`src/rtl/cpu_ctrl_pkg.sv`:
```
// Shared state, opcode and trap-cause definitions for the multicycle control sequencer.
package cpu_ctrl_pkg;

  typedef enum logic [2:0] {
    ST_IDLE   = 3'd0,
    ST_FETCH  = 3'd1,
    ST_DECODE = 3'd2,
    ST_EXEC   = 3'd3,
    ST_WB     = 3'd4,
    ST_TRAP   = 3'd5
  } ctrl_state_e;

  typedef enum logic [1:0] {
    TC_NONE          = 2'd0,
    TC_FETCH_TIMEOUT = 2'd1,
    TC_MISALIGNED    = 2'd2,
    TC_ILLEGAL       = 2'd3
  } trap_cause_e;

  typedef enum logic [1:0] {
    CL_RTYPE   = 2'd0,
    CL_ITYPE   = 2'd1,
    CL_BRANCH  = 2'd2,
    CL_ILLEGAL = 2'd3
  } instr_class_e;

  localparam logic [6:0] OP_RTYPE  = 7'b0110011;
  localparam logic [6:0] OP_ITYPE  = 7'b0010011;
  localparam logic [6:0] OP_BRANCH = 7'b1100011;
  localparam logic [6:0] FUNC7_SUB = 7'b0100000;

  // Only BEQ (000) and BNE (001) are legal branch encodings.
  function automatic instr_class_e classify(input logic [6:0] opcode, input logic [2:0] func3);
    instr_class_e cls;
    case (opcode)
      OP_RTYPE:  cls = CL_RTYPE;
      OP_ITYPE:  cls = CL_ITYPE;
      OP_BRANCH: cls = (func3[2:1] == 2'b00) ? CL_BRANCH : CL_ILLEGAL;
      default:   cls = CL_ILLEGAL;
    endcase
    return cls;
  endfunction

endpackage

```
`src/rtl/multicycle_ctrl_imm_gen.sv`:
```
// Immediate generator: sign-extended I-type or B-type immediate selected by opcode.
module imm_gen
  import cpu_ctrl_pkg::*;
#(
  parameter int XLEN = 64
) (
  input  logic [31:0]     instr,
  output logic [XLEN-1:0] imm
);

  logic unused_funct_bits;
  assign unused_funct_bits = ^instr[19:12];

  // Opcode-selected immediate; R-type and unknown opcodes carry none.
  always_comb begin
    imm = '0;
    case (instr[6:0])
      OP_ITYPE:  imm = {{(XLEN-12){instr[31]}}, instr[31:20]};
      OP_BRANCH: imm = {{(XLEN-13){instr[31]}}, instr[31], instr[7], instr[30:25], instr[11:8], 1'b0};
      default:   imm = '0;
    endcase
  end

endmodule

```
`src/rtl/multicycle_ctrl.sv`:
```
// Multicycle control sequencer: FETCH/DECODE/EXEC/WB for R-type, I-type ALU, BEQ and BNE.
// Define INSTR_COUNT_EN to build the retired-instruction counter on instret.
module multicycle_ctrl
  import cpu_ctrl_pkg::*;
#(
  parameter int              XLEN          = 64,
  parameter logic [XLEN-1:0] RESET_PC      = '0,
  parameter int              FETCH_TIMEOUT = 16
) (
  input  logic            Clk,
  input  logic            rst,
  input  logic            run,
  output logic            imem_req,
  output logic [XLEN-1:0] imem_addr,
  input  logic            imem_ack,
  input  logic [31:0]     imem_rdata,
  output logic [4:0]      rf_rs1,
  output logic [4:0]      rf_rs2,
  output logic [4:0]      rf_rd,
  output logic            rf_we,
  output logic [6:0]      alu_opcode,
  output logic [2:0]      alu_func3,
  output logic [6:0]      alu_func7,
  output logic            alu_b_imm,
  output logic [XLEN-1:0] imm,
  input  logic            alu_zero,
  output logic [XLEN-1:0] pc,
  output logic            busy,
  output logic            trap,
  output logic [1:0]      trap_cause,
  output logic [63:0]     instret
);

  localparam int             TCW       = $clog2(FETCH_TIMEOUT) + 1;
  localparam logic [TCW-1:0] TCNT_LAST = TCW'(FETCH_TIMEOUT - 1);

  ctrl_state_e     state_r;
  instr_class_e    cls_r;
  logic            br_ne_r;
  logic            taken_r;
  logic [TCW-1:0]  tcnt_r;

  instr_class_e    dec_cls_s;
  logic [6:0]      dec_opcode_s;
  logic [2:0]      dec_func3_s;
  logic [6:0]      dec_func7_s;
  logic            dec_b_imm_s;
  logic [XLEN-1:0] dec_imm_s;
  logic [XLEN-1:0] target_s;
  logic            misalign_s;

  imm_gen #(.XLEN(XLEN)) u_imm_gen (
    .instr (imem_rdata),
    .imm   (dec_imm_s)
  );

  assign imem_addr  = pc;
  assign target_s   = pc + imm;
  assign misalign_s = taken_r && (target_s[1:0] != 2'b00);

  // ALU control fields for the word arriving on imem_rdata; branches compare via SUB.
  always_comb begin
    dec_cls_s    = classify(imem_rdata[6:0], imem_rdata[14:12]);
    dec_opcode_s = 7'd0;
    dec_func3_s  = 3'd0;
    dec_func7_s  = 7'd0;
    dec_b_imm_s  = 1'b0;
    case (dec_cls_s)
      CL_RTYPE: begin
        dec_opcode_s = imem_rdata[6:0];
        dec_func3_s  = imem_rdata[14:12];
        dec_func7_s  = imem_rdata[31:25];
      end
      CL_ITYPE: begin
        dec_opcode_s = OP_ITYPE;
        dec_func3_s  = imem_rdata[14:12];
        dec_func7_s  = (imem_rdata[14:12] == 3'b101) ? imem_rdata[31:25] : 7'd0;
        dec_b_imm_s  = 1'b1;
      end
      CL_BRANCH: begin
        dec_opcode_s = OP_RTYPE;
        dec_func3_s  = 3'b000;
        dec_func7_s  = FUNC7_SUB;
      end
      default: begin
        dec_opcode_s = 7'd0;
      end
    endcase
  end

  // Sequencer FSM; every output is registered on the transition into the state that owns it.
  always_ff @(posedge Clk or negedge rst) begin
    if (!rst) begin
      state_r    <= ST_IDLE;
      pc         <= RESET_PC;
      cls_r      <= CL_ILLEGAL;
      br_ne_r    <= 1'b0;
      taken_r    <= 1'b0;
      tcnt_r     <= '0;
      imem_req   <= 1'b0;
      rf_rs1     <= 5'd0;
      rf_rs2     <= 5'd0;
      rf_rd      <= 5'd0;
      rf_we      <= 1'b0;
      alu_opcode <= 7'd0;
      alu_func3  <= 3'd0;
      alu_func7  <= 7'd0;
      alu_b_imm  <= 1'b0;
      imm        <= '0;
      busy       <= 1'b0;
      trap       <= 1'b0;
      trap_cause <= TC_NONE;
    end else begin
      case (state_r)
        ST_IDLE: begin
          if (run) begin
            state_r  <= ST_FETCH;
            imem_req <= 1'b1;
            busy     <= 1'b1;
          end
        end
        ST_FETCH: begin
          if (imem_ack) begin
            state_r    <= ST_DECODE;
            imem_req   <= 1'b0;
            tcnt_r     <= '0;
            cls_r      <= dec_cls_s;
            br_ne_r    <= imem_rdata[12];
            rf_rs1     <= imem_rdata[19:15];
            rf_rs2     <= imem_rdata[24:20];
            rf_rd      <= imem_rdata[11:7];
            alu_opcode <= dec_opcode_s;
            alu_func3  <= dec_func3_s;
            alu_func7  <= dec_func7_s;
            alu_b_imm  <= dec_b_imm_s;
            imm        <= dec_imm_s;
          end else if (tcnt_r == TCNT_LAST) begin
            state_r    <= ST_TRAP;
            imem_req   <= 1'b0;
            busy       <= 1'b0;
            trap       <= 1'b1;
            trap_cause <= TC_FETCH_TIMEOUT;
          end else begin
            tcnt_r <= tcnt_r + TCW'(1);
          end
        end
        ST_DECODE: begin
          if (cls_r == CL_ILLEGAL) begin
            state_r    <= ST_TRAP;
            busy       <= 1'b0;
            trap       <= 1'b1;
            trap_cause <= TC_ILLEGAL;
          end else begin
            state_r <= ST_EXEC;
          end
        end
        ST_EXEC: begin
          state_r <= ST_WB;
          taken_r <= (cls_r == CL_BRANCH) && (br_ne_r ? !alu_zero : alu_zero);
          rf_we   <= ((cls_r == CL_RTYPE) || (cls_r == CL_ITYPE)) && (rf_rd != 5'd0);
        end
        ST_WB: begin
          rf_we <= 1'b0;
          if (misalign_s) begin
            state_r    <= ST_TRAP;
            busy       <= 1'b0;
            trap       <= 1'b1;
            trap_cause <= TC_MISALIGNED;
          end else begin
            pc       <= taken_r ? target_s : pc + XLEN'(4);
            state_r  <= run ? ST_FETCH : ST_IDLE;
            imem_req <= run;
            busy     <= run;
          end
        end
        ST_TRAP: begin
          state_r <= ST_TRAP;
        end
        default: begin
          state_r <= ST_IDLE;
        end
      endcase
    end
  end

`ifdef INSTR_COUNT_EN
  // A writeback retires its instruction unless it ends in a misaligned-target trap.
  always_ff @(posedge Clk or negedge rst) begin
    if (!rst) begin
      instret <= 64'd0;
    end else if ((state_r == ST_WB) && !misalign_s) begin
      instret <= instret + 64'd1;
    end
  end
`else
  assign instret = 64'd0;
`endif

endmodule

```
`config.mk`:
```
export PLATFORM = sky130hd
export DESIGN_NAME = multicycle_ctrl
export DESIGN_NICKNAME = d
export VERILOG_FILES = /design/src/rtl/cpu_ctrl_pkg.sv /design/src/rtl/multicycle_ctrl_imm_gen.sv /design/src/rtl/multicycle_ctrl.sv
export SDC_FILE = /design/constraint.sdc
export NUM_CORES = 1
export LEC_CHECK = 0
export ABC_CLOCK_PERIOD_IN_PS = 9100
export CORE_MARGIN = 2
export CORE_UTILIZATION = 54
export DETAILED_ROUTE_END_ITERATION = 6
export PLACE_DENSITY = 0.9
export RECOVER_POWER = 100
export SLEW_MARGIN = 0
export SYNTH_ARGS = -nofsm -noshare
export SYNTH_HDL_FRONTEND = slang
export SYNTH_SLANG_ARGS = --single-unit
```
`constraint.sdc`:
```
create_clock -name Clk -period 9.1 [get_ports Clk]
set_clock_uncertainty 0.1 [all_clocks]
set_input_delay 1.82 -clock Clk [delete_from_list [all_inputs] [get_ports Clk]]
set_output_delay 1.82 -clock Clk [all_outputs]
set_load 0.1 [all_outputs]
```
**Word-level counts from Yosys, hierarchy flattened**

Cells that the tools add are included.

- Output and inout port bits: 295
- Register bits after elaboration: 179

- Bitwise gates (word level): 1
- $add $sub $neg: 3
- Equality and inequality tests: 23
- Reductions and logical operators: 23
- Muxes and demuxes: 39

Operators with widths:

| cell | count |
|---|---|
| $pmux 64 s2 | 1 |
| $add 64x3->64 const B | 1 |
| $add 64x64->64 | 1 |
| $mux 64 | 1 |
| $pmux 7 s3 | 2 |
| $mux 3 | 6 |
| $pmux 3 s6 | 1 |
| $mux 1 | 15 |
| $ne 2x2->1 const B | 7 |
| $pmux 2 s3 | 2 |
| $mux 5 | 2 |
| $reduce_and 5->1 | 2 |
| $eq 3x3->1 const B | 3 |
| $mux 2 | 4 |
| $reduce_and 2->1 | 4 |
| $eq 7x5->1 const B | 1 |
| $eq 7x6->1 const B | 1 |
| $eq 7x7->1 const B | 1 |
| $mux 7 | 1 |
| $eq 2x2->1 const B | 3 |
| $eq 3x2->1 const B | 2 |
| $logic_not 2->1 | 3 |
| $pmux 1 s3 | 2 |
| $reduce_bool 3->1 | 2 |
| 17 further kinds | 21 |

**Depth between registers and ports, before layout**

Gate-level depths: netlist of the first run.

- Depth in word-level cells: 6
- Mapped depth: 12

**Modules after synthesis**

From an unflattened synthesis of the first run, not the netlist that was laid out.

- Cell total of the unflattened synthesis: 1785
- Area total of the unflattened synthesis: 14118.5 µm²

By module, submodules not included:

| module | times used | cells each | seq. area each (µm²) | area an instance (µm²) |
|---|---|---|---|---|
| multicycle_ctrl | 1 | 1695 | 4481.8 | 13426.6 |
| imm_gen | 1 | 90 | 0.0 | 691.9 |

**Worst setup path before layout of the first run**

No wires, ideal clock.

- Path type: register -> register
- Start point: register imm[62] (netlist name)
- End point: register pc[49] (netlist: imem_addr[49])
- Clock period less this slack: 5.226 ns
- Required time: 8.900 ns
- Setup time: 0.100 ns
- Arrival time: 5.027 ns
- Buffers on the path: 1
- Setup slack: 3.874 ns
- Cell stages (with the launch flop): 12
- Cell sequence: dfrtp_1 ha_1 buf_2 a21oi_1 o21ai_1 a21oi_1 o31ai_1 a2111oi_0 o31ai_1 o21bai_1 nor2_1 a311oi_1

RTL lines:

| item | line | text |
|---|---|---|
| to (signal assigned) | multicycle_ctrl.sv:170 | `pc <= taken_r ? target_s : pc + XLEN'(4);` |
| to (decl) | multicycle_ctrl.sv:27 | `output logic [XLEN-1:0] pc,` |

**Worst setup path after layout of the first run**

- Start point: register pc[0] (netlist: imem_addr[0])
- End point: register pc[35] (netlist: imem_addr[35])

- Longest elaborated chain between the ends: 5
- Elaborated cells between the ends (all ways): 7
- Those cells by class: add/sub (2); mux (1); bitwise (1); reduce/logical (3)

RTL lines:

| item | line | text |
|---|---|---|
| $add 64x64->64 | multicycle_ctrl.sv:58 | `assign target_s = pc + imm;` |
| $reduce_bool 2->1 | multicycle_ctrl.sv:59 | `assign misalign_s = taken_r && (target_s[1:0] != 2'b00);` |
| $logic_and 1x1->1 | multicycle_ctrl.sv:59 |  |
| $not 1->1 (no line) | -- |  |
| $reduce_and 2->1 (no line) | -- |  |

Parallel ways exist; a longest one is shown, timed or not.
A chain may end at the register's enable or synchronous reset.

==> results of run 1 <==
final cells by class:
cell class | instances | share of cell area, %
multi-input combinational | 1182 | 50.5
sequential | 128 | 22.7
timing repair buffer | 277 | 19.3
clock buffer | 18 | 3.10
tap | 280 | 2.48
inverter | 38 | 1.01
clock inverter | 14 | 0.946
worst paths after layout:
check	end	slack [ns]	cells after the start
worst max-delay path	imem_addr[35]$_DFFE_PN0P_	2.93	10
worst min-delay path	trap$_DFFE_PN0P_	0.36	1
worst max register to register	imem_addr[35]$_DFFE_PN0P_	2.93	10
worst min register to register	trap$_DFFE_PN0P_	0.36	1
max in group asynchronous	imm[62]$_DFFE_PN0P_	4.28	2
min in group asynchronous	rf_rs2[2]$_DFFE_PN0P_	2.29	1
worst max-delay path: cells and delay by family (launching register included):
family	cells	cell delay, ns
AO/OA/AOI/OAI	4	0.84
adder cells (fa/ha/maj)	2	0.70
buffers and inverters	2	2.00
flip-flops	1	0.42
AND/OR/NAND/NOR	2	1.91
flip-flops by register name, summed over array words and instances (netlist names), 3 cells and up:
register	flops
alu_opcode	7
tcnt_r	5
rf_rd	5
rf_rs1	5
imm	13
alu_func3	3
state_r	3
alu_func7	7
imem_addr	64
rf_rs2	5
metrics by stage:
step | utilization [%] | cell area (sq um)
finish | 65.2 | 14200
global placement | 62.8 | 13600
detailed placement | 62.8 | 13600
floorplan | - | 12100
global route | 65.2 | 14200
CTS | 65.4 | 14200
power by group through the flow:
stage,clock network [W],registers (W),logic [W]
3_5_place_dp,0,0.000877,0.00229
3_3_place_gp,0,0.000870,0.00226
2_1_floorplan,0,0.00155,0.00117
5_1_grt,0.000722,0.000887,0.00236
4_1_cts,0.000696,0.000868,0.00230
6_report,0.000694,0.000864,0.00225
routing by layer:
layer,vias up,track usage (%),routed length (um)
met5,-,0,0
li1,5598,-,-
met4,0,12.5,1150
met2,680,48.2,16500
met3,92,6.71,3510
met1,5724,37.3,13700
logic make-up (layout without fill, tap and decap cells):
logic type | Yosys count | in the layout | synth area share [%]
xor gates and xnor gates | 45 | 45 | 3.32
and+or+nand+nor | 509 | 509 | 20.7
AOI/OAI and AO/OA | 483 | 483 | 25.8
other | 1 | 64 | 0.0315
adders and majority gates | 67 | 67 | 7.12
DFF | 128 | 128 | 27.0
muxes | 14 | 14 | 1.24
buffers and inverters | 288 | 347 | 14.9
placed cells by master, fill, tap and decap left out, drive strengths merged, types with 7 or more instances in the layout:
cell type      instances
ha                    66
o22ai                 34
dfrtp                126
clkdlybuf4s50         33
nor3                  42
and3                  28
xor2                  21
a211oi                18
o21a                  19
nor2b                 11
nor4                   9
clkbuf                23
or2                    7
a21o                  36
dlygate4sd3          233
conb                  64
nand2b                 9
nand4                 34
xnor2                 24
o21ai                 94
o211ai                10
inv                   50
a21oi                161
a221oi                15
a31oi                 25
o21bai                12
and4                  11
or3                    8
mux2i                  8
nand3                 50
nor2                 114
nand2                164
==> results list, run 1 <==
- Summing all multi-input logic gate instances after layout gives ~7100 sq um.
* Global routing usage summed across all routing layers: between 20 and 30%
* CTS buffer count: 17
- The worst register-to-register path begins at imem_addr[0]$_DFFE_PN0P_.
- Part of the power in combinational logic: 59.1%
- Synthesis handed over a netlist of roughly 1500 instances.
- In this run the cell area of the synthesized design comes to between 10000 and 15000 sq um.
- The final reports fail on capacitance limit, slew limit.
- After routing, the total negative slack on setup checks comes to 0 ns.
- CP startpoint kind: flop
- Dominant cells by area after synthesis: sky130_fd_sc_hd__dfrtp_1 (27%), sky130_fd_sc_hd__buf_4 (11%), sky130_fd_sc_hd__ha_1 (6.9%), sky130_fd_sc_hd__a21oi_1 (6.8%), sky130_fd_sc_hd__nand2_1 (5.2%)
* Ratio of routed vias to standard cells: 6.24
* Fraction of synthesis flops using an asynchronous set or reset pin: between 90% and 100%
- Average cell area after synthesis: 7.74 sq um
- Dpl cells: between 1500 and 2000
- In this run the clock root is driven by a sky130_fd_sc_hd__clkbuf_16.
* Flip-flop and latch count after synthesis: ~130
- The number of setup buffers added after CTS is 0.
* RD Place Congestion: approximately 0.94
* Post-placement worst setup slack: around 4.6 ns
* Site Rows: 54
* Power consumption: 0.00381 W
- The initial antenna violation count came to 0.
- The repair_antennas step left the layout with diodes totalling 0.
- Core area: ~22000 sq um
- Buffers inserted to repair hold after CTS numbered 0.
* Via count of the first global-routing pass: ~11000
- Classification of the worst-slack hold path: flop to flop
- Detailed placement ended at an HPWL of 25100 um.
- Pwr dens: approximately 270 nW/um^2
* Worst EP required: between 9 and 10 ns
- Syn-to-layout area delta: 19.1%
- Kind of critical path: flop to flop
- Number of nets still failing antenna checks after routing: 0
- In this run the vertical extent of the chip is between 150 and 200 um.
- Number of buffers inserted by port buffering: 267
- Fin crit share: 67.8%
- Hold Path Origin: trap$_DFFE_PN0P_
* Switch share: 59.6%
- Entering global routing, the biggest net connects approximately 100 pins.
* Count leader, synth: sky130_fd_sc_hd__buf_4
- Post-route DRC violation count: 0
- On the critical path, the stage with the largest delay is an instance of sky130_fd_sc_hd__nor2_1.
- Final WL: roughly 35000 um
- Cell Chain, Critical Path: ha_1 -> fa_1 -> o21ai_0 -> nand3_1 -> clkbuf_1 -> nor2_1 -> clkbuf_1 -> o21ai_0 -> o221ai_1 -> a21oi_1
- Among all flip-flop cells after synthesis, the most frequent one is sky130_fd_sc_hd__dfrtp_1.
- Post-synth cell types: 72
* Reported net switching power: about 0.0023 W
- Quantity of gates resized following cts: 0
- For this run, the post-layout net count is 1748.
* Area of the die: about 23000 sq um
- Delay of the slowest cell on the worst path: 1.79 ns
* Filler Cells Inserted: 1752
- The analysis attributes to cell leakage a power of between 6 and 7 nW.
* Number of pins exceeding their max-slew limit in the final report: ~200
* Peak supply drop: about 0.00034 V
* Vias after detailed routing: 12100
- Fraction of layout cells with a size suffix above 1: roughly 4.0%
- Post-synth top cells: sky130_fd_sc_hd__buf_4 (179), sky130_fd_sc_hd__nand2_1 (164), sky130_fd_sc_hd__a21oi_1 (161), sky130_fd_sc_hd__dfrtp_1 (126), sky130_fd_sc_hd__nor2_1 (114)
* Setup repair after global routing missed its margin: false
- Clock share of power: around 18%
- Clk Latency, worst-skew pair: ~0.44 ns
- After layout, the worst setup slack is between 2 and 3 ns.
* Peak fanout along the critical path: 36
- Clock period minus final worst setup slack: ~6 ns
* Worst Tran Pin Value: approximately 3.1 ns
- Fmax achieved: between 150 and 200 MHz
- Clock tree synthesis found a total of roughly 130 sinks.
- Sequential cells burn 22.7% of the power.
* Fin cells: 1937
- Endpoint kind of the worst setup timing path: flop
- Across the run, the number of max-cap violations was 5.
- Post-synthesis cell type with the largest combined area: sky130_fd_sc_hd__dfrtp_1
- Setup violations remaining at the end of the flow were counted as 0.
- Maximum root-to-sink buffer count: 2
- For this run, the register share of the synthesized area comes to between 20% and 30%.
* Mean routed wirelength per cell: roughly 18 um
- Max-slew headroom at the worst pin: -105%
- Internal power comes to between 0.0015 and 0.002 W.
- Number of top-level design ports: approximately 330
- For this run the aggregate overflow at the end of global routing stands at 0.
- First element of the critical path: imem_addr[0]$_DFFE_PN0P_
* Smallest hold slack: 0.364 ns
- Horizontal die dimension: around 150 um
* Final count of hold timing violations: 0
* Drt first pass iters: 6
- Status: finished, violations left
- During synthesis, Yosys emitted a total of 0 warnings.
* Clock slew at reported path FFs: around 0.070 ns
* Number of flops mapped to enable cells by yosys: 0
- Initial core utilization: between 50% and 60%
* Signal arrival time at the worst endpoint: ~6.3 ns
- In the final layout, flip-flops and latches occupy around 3200 sq um.
- The first global-routing pass estimated 56700 um of wire.
* Iteration-0 DRC count of the detailed router: approximately 1300
- TritonCTS clock tree: yes
- The top cell type by area accounts for 26.5% of the synthesized area.
* Number of levels the H-tree was split into: 4
(Power assumes the default switching activity.)
==> run 2: changes to the inputs <==
ABC_CLOCK_PERIOD_IN_PS = 6000   (was 9100)
CORE_UTILIZATION = 50   (was 54)
PLACE_DENSITY = 0.84   (was 0.9)
clock period = 6 ns   (was 9.1 ns; I/O delays follow)
==> run 2 against run 1 <==
Net effect:
- the run ends with DRC, capacitance limit, slew limit left
- maximum frequency is 30% higher
- utilization is 4.4 points lower
- first-iteration DRC count is 29% lower
- sequential power is 53% higher
- count of clock-buffer cells in the layout is 1 lower
- setup slack worse by 1.7 ns
- worst hold slack better by 0.0047 ns
- non-clock buffer count is 2 higher
- sequential share of layout area is 0.15 points lower
- routed wire length is 3.6% higher
- critical path type unchanged
- highest routed layer unchanged
==> results list, run 2 (synthesized netlist as in run 1, its figures left out) <==
- Status: finished, violations left (unchanged)
* Violated checks: DRC, capacitance limit, slew limit (was capacitance limit, slew limit)
- Quantity of gates resized following cts: 0 (unchanged)
- The instance count after placement with tap cells included was 1946 (was 1905).
- Final net count: 1750 (was 1748)
* Number of cells on the worst reg-to-reg path: 10 (unchanged)
- Destination of the worst register-to-register timing path: imem_addr[4]$_DFFE_PN0P_ (was imem_addr[35]$_DFFE_PN0P_)
- Cell Chain, Critical Path: ha_1 -> fa_1 -> o21ai_0 -> nand3_1 -> buf_4 -> nor2_4 -> clkbuf_1 -> o21ai_0 -> o21ai_0 -> a21oi_1 (was ha_1 -> fa_1 -> o21ai_0 -> nand3_1 -> clkbuf_1 -> nor2_1 -> clkbuf_1 -> o21ai_0 -> o221ai_1 -> a21oi_1)
* Area of the die: 25000 sq um (was 23200 sq um)
- The final cell area excluding filler cells is 14200 sq um (about the same).
- Highest-count cells in the layout ignoring fill and taps: sky130_fd_sc_hd__dlygate4sd3_1 (234), sky130_fd_sc_hd__nand2_1 (164), sky130_fd_sc_hd__a21oi_1 (161), sky130_fd_sc_hd__dfrtp_1 (124), sky130_fd_sc_hd__nor2_1 (112) (was sky130_fd_sc_hd__dlygate4sd3_1 (233), sky130_fd_sc_hd__nand2_1 (164), sky130_fd_sc_hd__a21oi_1 (161), sky130_fd_sc_hd__dfrtp_1 (124), sky130_fd_sc_hd__nor2_1 (112))
- The detailed placement HPWL was 26400 um (was 25100 um).
* CP startpoint kind: flop (unchanged)
- The max-cap check violation count was 3 (was 5).
- The area growth from synthesis to layout came to 19.8% (was 19.1%).
* CTS buffer count: 17 (unchanged)
- The number of I/O port buffers is 267 (unchanged).
* Vias after detailed routing: 11900 (was 12100)
- Horizontal die dimension: 158 um (was 152 um)
* Final WL: 36100 um (was 34900 um)
* Leakage component of the power: 6.45 nW (was 6.44 nW)
- The total count of max-transition violations in the final report was 170 (was 201).
* Utilization after layout: 60.8% (was 65.2%)
* Final number of setup-violating endpoints: 0 (unchanged)
- The data arrival time of the critical path is 4.91 ns (was 6.33 ns).
* Kind of critical path: flop to flop (unchanged)
- RD Place Congestion: 0.916 (was 0.941)
* Fin crit share: 79.1% (was 67.8%)
- Number of buffers inserted to repair setup after CTS: 0 (unchanged)
* Worst Tran Pin Value: 3.23 ns (was 3.08 ns)
- The number of hold buffers added after cts was 0 (unchanged).
* Clock slew at reported path FFs: 0.07 ns (about the same)
- Cell type group with the largest total delay on the critical path: buffers and inverters (unchanged)
- The headroom to the max-slew limit was -115% (was -105%).
- The required time at the endpoint of the critical path was 6.17 ns (was 9.26 ns).
- Final count of hold timing violations: 0 (unchanged)
* Post-detailed-placement cell area: 13700 sq um (was 13600 sq um)
- The areal power density over the cells came to 410 nW/um^2 (was 269 nW/um^2).
* Number of nets still failing antenna checks after routing: 0 (unchanged)
* Worst hold stages: 1 (unchanged)
- The vertical die dimension came to 158 um (was 152 um).
- Total congestion overflow: 0 (unchanged)
- Number of levels the H-tree was split into: 4 (unchanged)
- The core region area is 23400 sq um (was 21700 sq um).
* Via count of the first global-routing pass: 11000 (was 11300)
- Clock period minus final worst setup slack: 4.74 ns (was 6.17 ns)
* Buffer cell driving the clock tree root: sky130_fd_sc_hd__clkbuf_16 (unchanged)
- The most numerous cell type found on the critical path is sky130_fd_sc_hd__o21ai_0.
- The leading cell type in the layout, fill and taps excluded is sky130_fd_sc_hd__dlygate4sd3_1 (unchanged).
* Fmax achieved: 211 MHz (was 162 MHz)
* Drt first pass iters: 7 (was 6)
* Iteration-0 DRC count of the detailed router: 894 (was 1260)
* Setup repair after global routing missed its margin: false (unchanged)
* Final antenna diode count: 0 (unchanged)
* Number of stages on the worst setup path: 10 (unchanged)
- The post-detailed-route wirelength per cell is 18.3 um (was 18.0 um).
- Number of top-level design ports: 332 (unchanged)
- Ratio of routed vias to standard cells: 6.01 (was 6.24)
- The pin count of the biggest net entering global routing came to 109 (was 104).
- The path type of the worst min-delay path is flop to flop (unchanged).
- Hold Path Origin: trap$_DFFE_PN0P_ (unchanged)
- Peak fanout along the critical path: 26 (was 36)
* Wire length of the first global-routing pass: 56600 um (was 56700 um)
- The kind of end point of the critical path is a flop (unchanged).
- The worst hold margin is 0.369 ns (was 0.364 ns).
* Post-route DRC violation count: 1 (was 0)
* Reg2reg setup slack: 1.26 ns (was 2.93 ns)
- The peak supply drop is 0.000557 V (was 0.000335 V).
- Fin cells: 1978 (was 1937)
* Antenna violations before repair: 0 (unchanged)
- Endpoint, Worst Hold: trap$_DFFE_PN0P_ (unchanged)
- Delay of the slowest cell on the worst path: 1.07 ns (was 1.79 ns)
* Slowest stage cell on the critical path: sky130_fd_sc_hd__clkbuf_1 (was sky130_fd_sc_hd__nor2_1)
- The total number of placement rows is 56 (was 54).
* Clk Latency, worst-skew pair: 0.44 ns (about the same)
- The total negative slack is 0 ns (unchanged).
- Initial core utilization: 50.8% (was 54.8%)
- TritonCTS sink count: 128 (unchanged)
- Maximum root-to-sink buffer count: 2 (unchanged)
- Beginning of the worst register-to-register path: imem_addr[0]$_DFFE_PN0P_ (unchanged)
* Fraction of layout cells with a size suffix above 1: 3.98% (was 4.04%)
- The number of flip-flops in the largest register is 64 (unchanged).
- The TritonCTS clock tree is yes (unchanged).
- The number of buffers and inverters on the critical path came to 2 (unchanged).
* Global routing usage summed across all routing layers: 28.3% (was 29.3%)
## run 2: cell type report
type | instances | area [sq um]
fillers | 2087 | 9170
multi-input cells | 1182 | 7150
flip-flops and latches | 128 | 3210
repair buffers | 279 | 2730
clock buffers | 17 | 425
well taps | 319 | 399
clock inverters | 15 | 176
inverters | 38 | 143
## run 2: through the flow
stage / total power [W] / setup WS [ns]
CTS: 0.00594 / 1.71
global placement: 0.00477 / 2.07
detailed placement: 0.00482 / 1.95
finish: 0.00584 / 1.26
global route: 0.00608 / 0.956
floorplan: 0.00413 / 0.774
## run 2: where the power goes
group	total (W)	internal, W	switching, W
clock network	0.00110	0.000602	0.000494
registers	0.00132	0.00105	0.000268
logic	0.00342	0.000717	0.00271
## run 2: how the worst max path moves through the flow
stage | start | to
after floorplan | imm[62]$_DFFE_PN0P_ | imem_addr[49]$_DFFE_PN0P_
after global placement | imm[62]$_DFFE_PN0P_ | imem_addr[58]$_DFFE_PN0P_
after detailed placement | imm[62]$_DFFE_PN0P_ | imem_addr[58]$_DFFE_PN0P_
after CTS | imm[62]$_DFFE_PN0P_ | imm[24]
after global routing | imm[62]$_DFFE_PN0P_ | imem_addr[54]$_DFFE_PN0P_
final | imem_addr[0]$_DFFE_PN0P_ | imem_addr[4]$_DFFE_PN0P_
## run 2: layer usage
metal | global-route usage, % | part of all wire (%)
met3 | 6.02 | 8.8
met1 | 35.3 | 40
met4 | 9.52 | 2.3
met5 | 0 | 0
met2 | 48.7 | 49
## run 2: worst register-to-register path: stages, from the launching register on
cell	delay [ns]
sky130_fd_sc_hd__dfrtp_1	0.43
sky130_fd_sc_hd__ha_1	0.27
sky130_fd_sc_hd__fa_1	0.46
sky130_fd_sc_hd__o21ai_0	0.34
sky130_fd_sc_hd__nand3_1	0.52
sky130_fd_sc_hd__buf_4	0.41
sky130_fd_sc_hd__nor2_4	0.59
sky130_fd_sc_hd__clkbuf_1	1.07
sky130_fd_sc_hd__o21ai_0	0.21
sky130_fd_sc_hd__o21ai_0	0.13
sky130_fd_sc_hd__a21oi_1	0.06
==> run 3: changes to the inputs <==
ABC_CLOCK_PERIOD_IN_PS = 4850   (was 6000)
clock period = 4.85 ns   (was 6 ns; I/O delays follow)
==> run 3 against run 2 <==
Net effect:
- the flow finishes with violations (capacitance limit, slew limit)
- global-route usage fell by 0.064 points
- sequential power grew 27%
- combinational power increased by 23%
- final area is 0.11% lower
- count of clock-buffer cells in the layout is the same
- sequential share of layout area about the same
- critical path type unchanged
- largest power group unchanged
==> results list, run 3 (synthesized netlist as in run 1, its figures left out) <==
* Buffer cell driving the clock tree root: sky130_fd_sc_hd__clkbuf_16 (unchanged)
- Violated checks: capacitance limit, slew limit (was DRC, capacitance limit, slew limit)
* Beginning of the worst register-to-register path: imem_addr[4]$_DFFE_PN0P_ (was imem_addr[0]$_DFFE_PN0P_)
* Slowest stage cell on the critical path: sky130_fd_sc_hd__nor4_1 (was sky130_fd_sc_hd__clkbuf_1)
- Global routing usage summed across all routing layers: 28.3% (about the same)
- The share of the cycle needed by the critical path after routing came to 92.3% (was 79.1%).
- TritonCTS sink count: 128 (unchanged)
- Syn-to-layout area delta: 19.6% (was 19.8%)
* Clock period minus final worst setup slack: 4.48 ns (was 4.74 ns)
- The maximum clock path buffer count came to 2 (unchanged).
- # hold bufs at CTS: 0 (unchanged)
* Drt first pass iters: 7 (unchanged)
* Total congestion overflow: 0 (unchanged)
* Clock slew at reported path FFs: 0.06 ns (was 0.07 ns)
- Wire length of the first global-routing pass: 56700 um (was 56600 um)
- RD Place Congestion: 0.960 (was 0.916)
* Filler Cells Inserted: 2065 (was 2087)
- Setup repair after global routing missed its margin: false (unchanged)
- The total negative slack came to 0 ns (unchanged).
- The total clock buffers created by CTS is 17 (unchanged).
* Ratio of routed vias to standard cells: 6.11 (was 6.01)
- The core region area came to 23400 sq um (unchanged).
- Pwr dens: 506 nW/um^2 (was 410 nW/um^2)
- Endpoint, Worst Hold: trap$_DFFE_PN0P_ (unchanged)
- The leakage dissipation came to 6.45 nW (about the same).
- Destination of the worst register-to-register timing path: imem_addr[63]$_DFFE_PN0P_ (was imem_addr[4]$_DFFE_PN0P_)
- The number of flip-flops in the largest register was 64 (unchanged).
* Antenna violations before repair: 1 (was 0)
- Dpl cells: 1948 (was 1946)
- The transition time at the pin with the least slew margin was 1.81 ns (was 3.23 ns).
- The required time at the endpoint of the critical path was 5.05 ns (was 6.17 ns).
* Horizontal die dimension: 158 um (unchanged)
- Fraction of layout cells with a size suffix above 1: 4.03% (was 3.98%)
- The leading cell type in the layout, fill and taps excluded was sky130_fd_sc_hd__dlygate4sd3_1 (unchanged).
- The post-route DRC violation count was 0 (was 1).
- The aggregate routed wire length was 35600 um (was 36100 um).
- Number of violations of the max-capacitance limit: 3 (unchanged)
- The floorplan die area came to 25000 sq um (unchanged).
- The launch instance of the worst min-delay path was trap$_DFFE_PN0P_ (unchanged).
- Status: finished, violations left (unchanged).
- The vertical die dimension came to 158 um (unchanged).
- The total count of max-transition violations in the final report came to 132 (was 170).
- The category of the worst setup path launch point is a flop (unchanged).
- The type of the worst setup path was flop to flop (unchanged).
* Fin cells: 1980 (was 1978)
* Signal arrival time at the worst endpoint: 4.67 ns (was 4.91 ns)
- Quantity of gates resized following cts: 0 (unchanged)
- The biggest fanout along the worst timing path came to 8 (was 26).
- The number of endpoints with negative hold slack in the final report came to 0 (unchanged).
* Highest-count cells in the layout ignoring fill and taps: sky130_fd_sc_hd__dlygate4sd3_1 (234), sky130_fd_sc_hd__nand2_1 (164), sky130_fd_sc_hd__a21oi_1 (161), sky130_fd_sc_hd__dfrtp_1 (124), sky130_fd_sc_hd__nor2_1 (112) (unchanged)
* Final antenna diode count: 0 (unchanged)
- Final number of setup-violating endpoints: 0 (unchanged)
- The number of ports placed on the die boundary is 332 (unchanged).
- Number of cells on the worst reg-to-reg path: 9 (was 10)
* Detail Placement HPWL: 26000 um (was 26400 um)
- Number of levels the H-tree was split into: 4 (unchanged)
* Peak supply drop: 0.000741 V (was 0.000557 V)
- Vias after detailed routing: 12100 (was 11900)
- The highest cell delay on the worst timing path was 1.25 ns (was 1.07 ns).
- Initial core utilization: 50.8% (unchanged)
- Number of buffers inserted by port buffering: 267 (unchanged)
* Max-slew headroom at the worst pin: -20.9% (was -115%)
- The final layout net count is 1752 (was 1750).
* Number of buffers inserted to repair setup after CTS: 0 (unchanged)
- The worst reg-to-reg setup slack came to 0.37 ns (was 1.26 ns).
- Via count of the first global-routing pass: 11100 (was 11000)
* Site Rows: 56 (unchanged)
* Iteration-0 DRC count of the detailed router: 1076 (was 894)
- TritonCTS clock tree: yes (unchanged)
- Mean routed wirelength per cell: 18.0 um (was 18.3 um)
* Fmax achieved: 223 MHz (was 211 MHz)
- Largest net degree at the start of global routing: 74 (was 109)
* Endpoint kind of the worst setup timing path: flop (unchanged)
- The instance count along the most critical hold path is 1 (unchanged).
- Classification of the worst-slack hold path: flop to flop (unchanged)
- Clk Latency, worst-skew pair: 0.43 ns (was 0.44 ns)
* Number of nets still failing antenna checks after routing: 0 (unchanged)
* Cell Chain, Critical Path: nand3_1 -> nor4_1 -> nand4_1 -> clkbuf_1 -> nor4_1 -> nand4_1 -> and3_1 -> o22ai_1 -> o2111ai_1 (was ha_1 -> fa_1 -> o21ai_0 -> nand3_1 -> buf_4 -> nor2_4 -> clkbuf_1 -> o21ai_0 -> o21ai_0 -> a21oi_1)
-- run 3: metrics by stage --
| stage | utilization (%) | setup slack (ns) | instance area [sq um] | hold slack [ns] | total power [W] |
|---|---|---|---|---|---|
| final | 60.8 | 0.374 | 14200 | 0.364 | 0.00719 |
| after global routing | 60.8 | 0.292 | 14200 | 0.405 | 0.00750 |
| after global placement | 58.6 | 1.20 | 13700 | 0.357 | 0.00590 |
| after detailed placement | 58.6 | 1.08 | 13700 | 0.366 | 0.00596 |
| after CTS | 61.1 | 0.670 | 14300 | 0.378 | 0.00731 |
| after floorplan | - | 0.775 | 12100 | 0.347 | 0.00510 |
-- run 3: where the power goes --
| group | internal (W) | leakage (nW) | switching [W] |
|---|---|---|---|
| Sequential | 0.00130 | 1.64 | 0.000362 |
| Combinational | 0.000889 | 4.53 | 0.00331 |
| Clock | 0.000772 | 0.284 | 0.000562 |
-- run 3: metal layers --
layer  share of wire (%)  vias up  GRT usage (%)  wire [um]
met5               0.037        -              0         13
met2                  47      739           46.3      16600
met4                 2.6        2           9.52        926
met1                  39     5678           36.5      14000
met3                  11       76           7.01       3970
li1                    -     5594              -          -
-- run 3: worst max-delay path: cells and delay by family, from the launching register on --
kind / cells / cell delay, ns
buffers and inverters: 1 / 0.41
AO/OA/AOI/OAI: 2 / 0.26
AND/OR/NAND/NOR: 6 / 3.07
flip-flops: 1 / 0.50
-- run 3: worst max path at each step --
stage                        startpoint                   endpoint  slack, ns  depth (start not counted)
2_1_floorplan       imm[62]$_DFFE_PN0P_  imem_addr[49]$_DFFE_PN0P_       0.77                         11
3_3_place_gp        imm[62]$_DFFE_PN0P_  imem_addr[58]$_DFFE_PN0P_       1.20                         10
3_5_place_dp        imm[62]$_DFFE_PN0P_  imem_addr[58]$_DFFE_PN0P_       1.08                         10
4_1_cts             imm[62]$_DFFE_PN0P_                    imm[54]       0.67                          2
5_1_grt        imem_addr[4]$_DFFE_PN0P_  imem_addr[63]$_DFFE_PN0P_       0.29                          9
6_report       imem_addr[4]$_DFFE_PN0P_  imem_addr[63]$_DFFE_PN0P_       0.37                          9
-- run 3: layout make-up --
class | count | area (sq um) | share of cell area, %
Multi-Input combinational cell | 1182 | 7120 | 50.1
Clock inverter | 15 | 169 | 1.19
Inverter | 38 | 143 | 1.00
Tap cell | 319 | 399 | 2.81
Clock buffer | 17 | 425 | 2.99
Timing Repair Buffer | 281 | 2760 | 19.4
Sequential cell | 128 | 3210 | 22.6
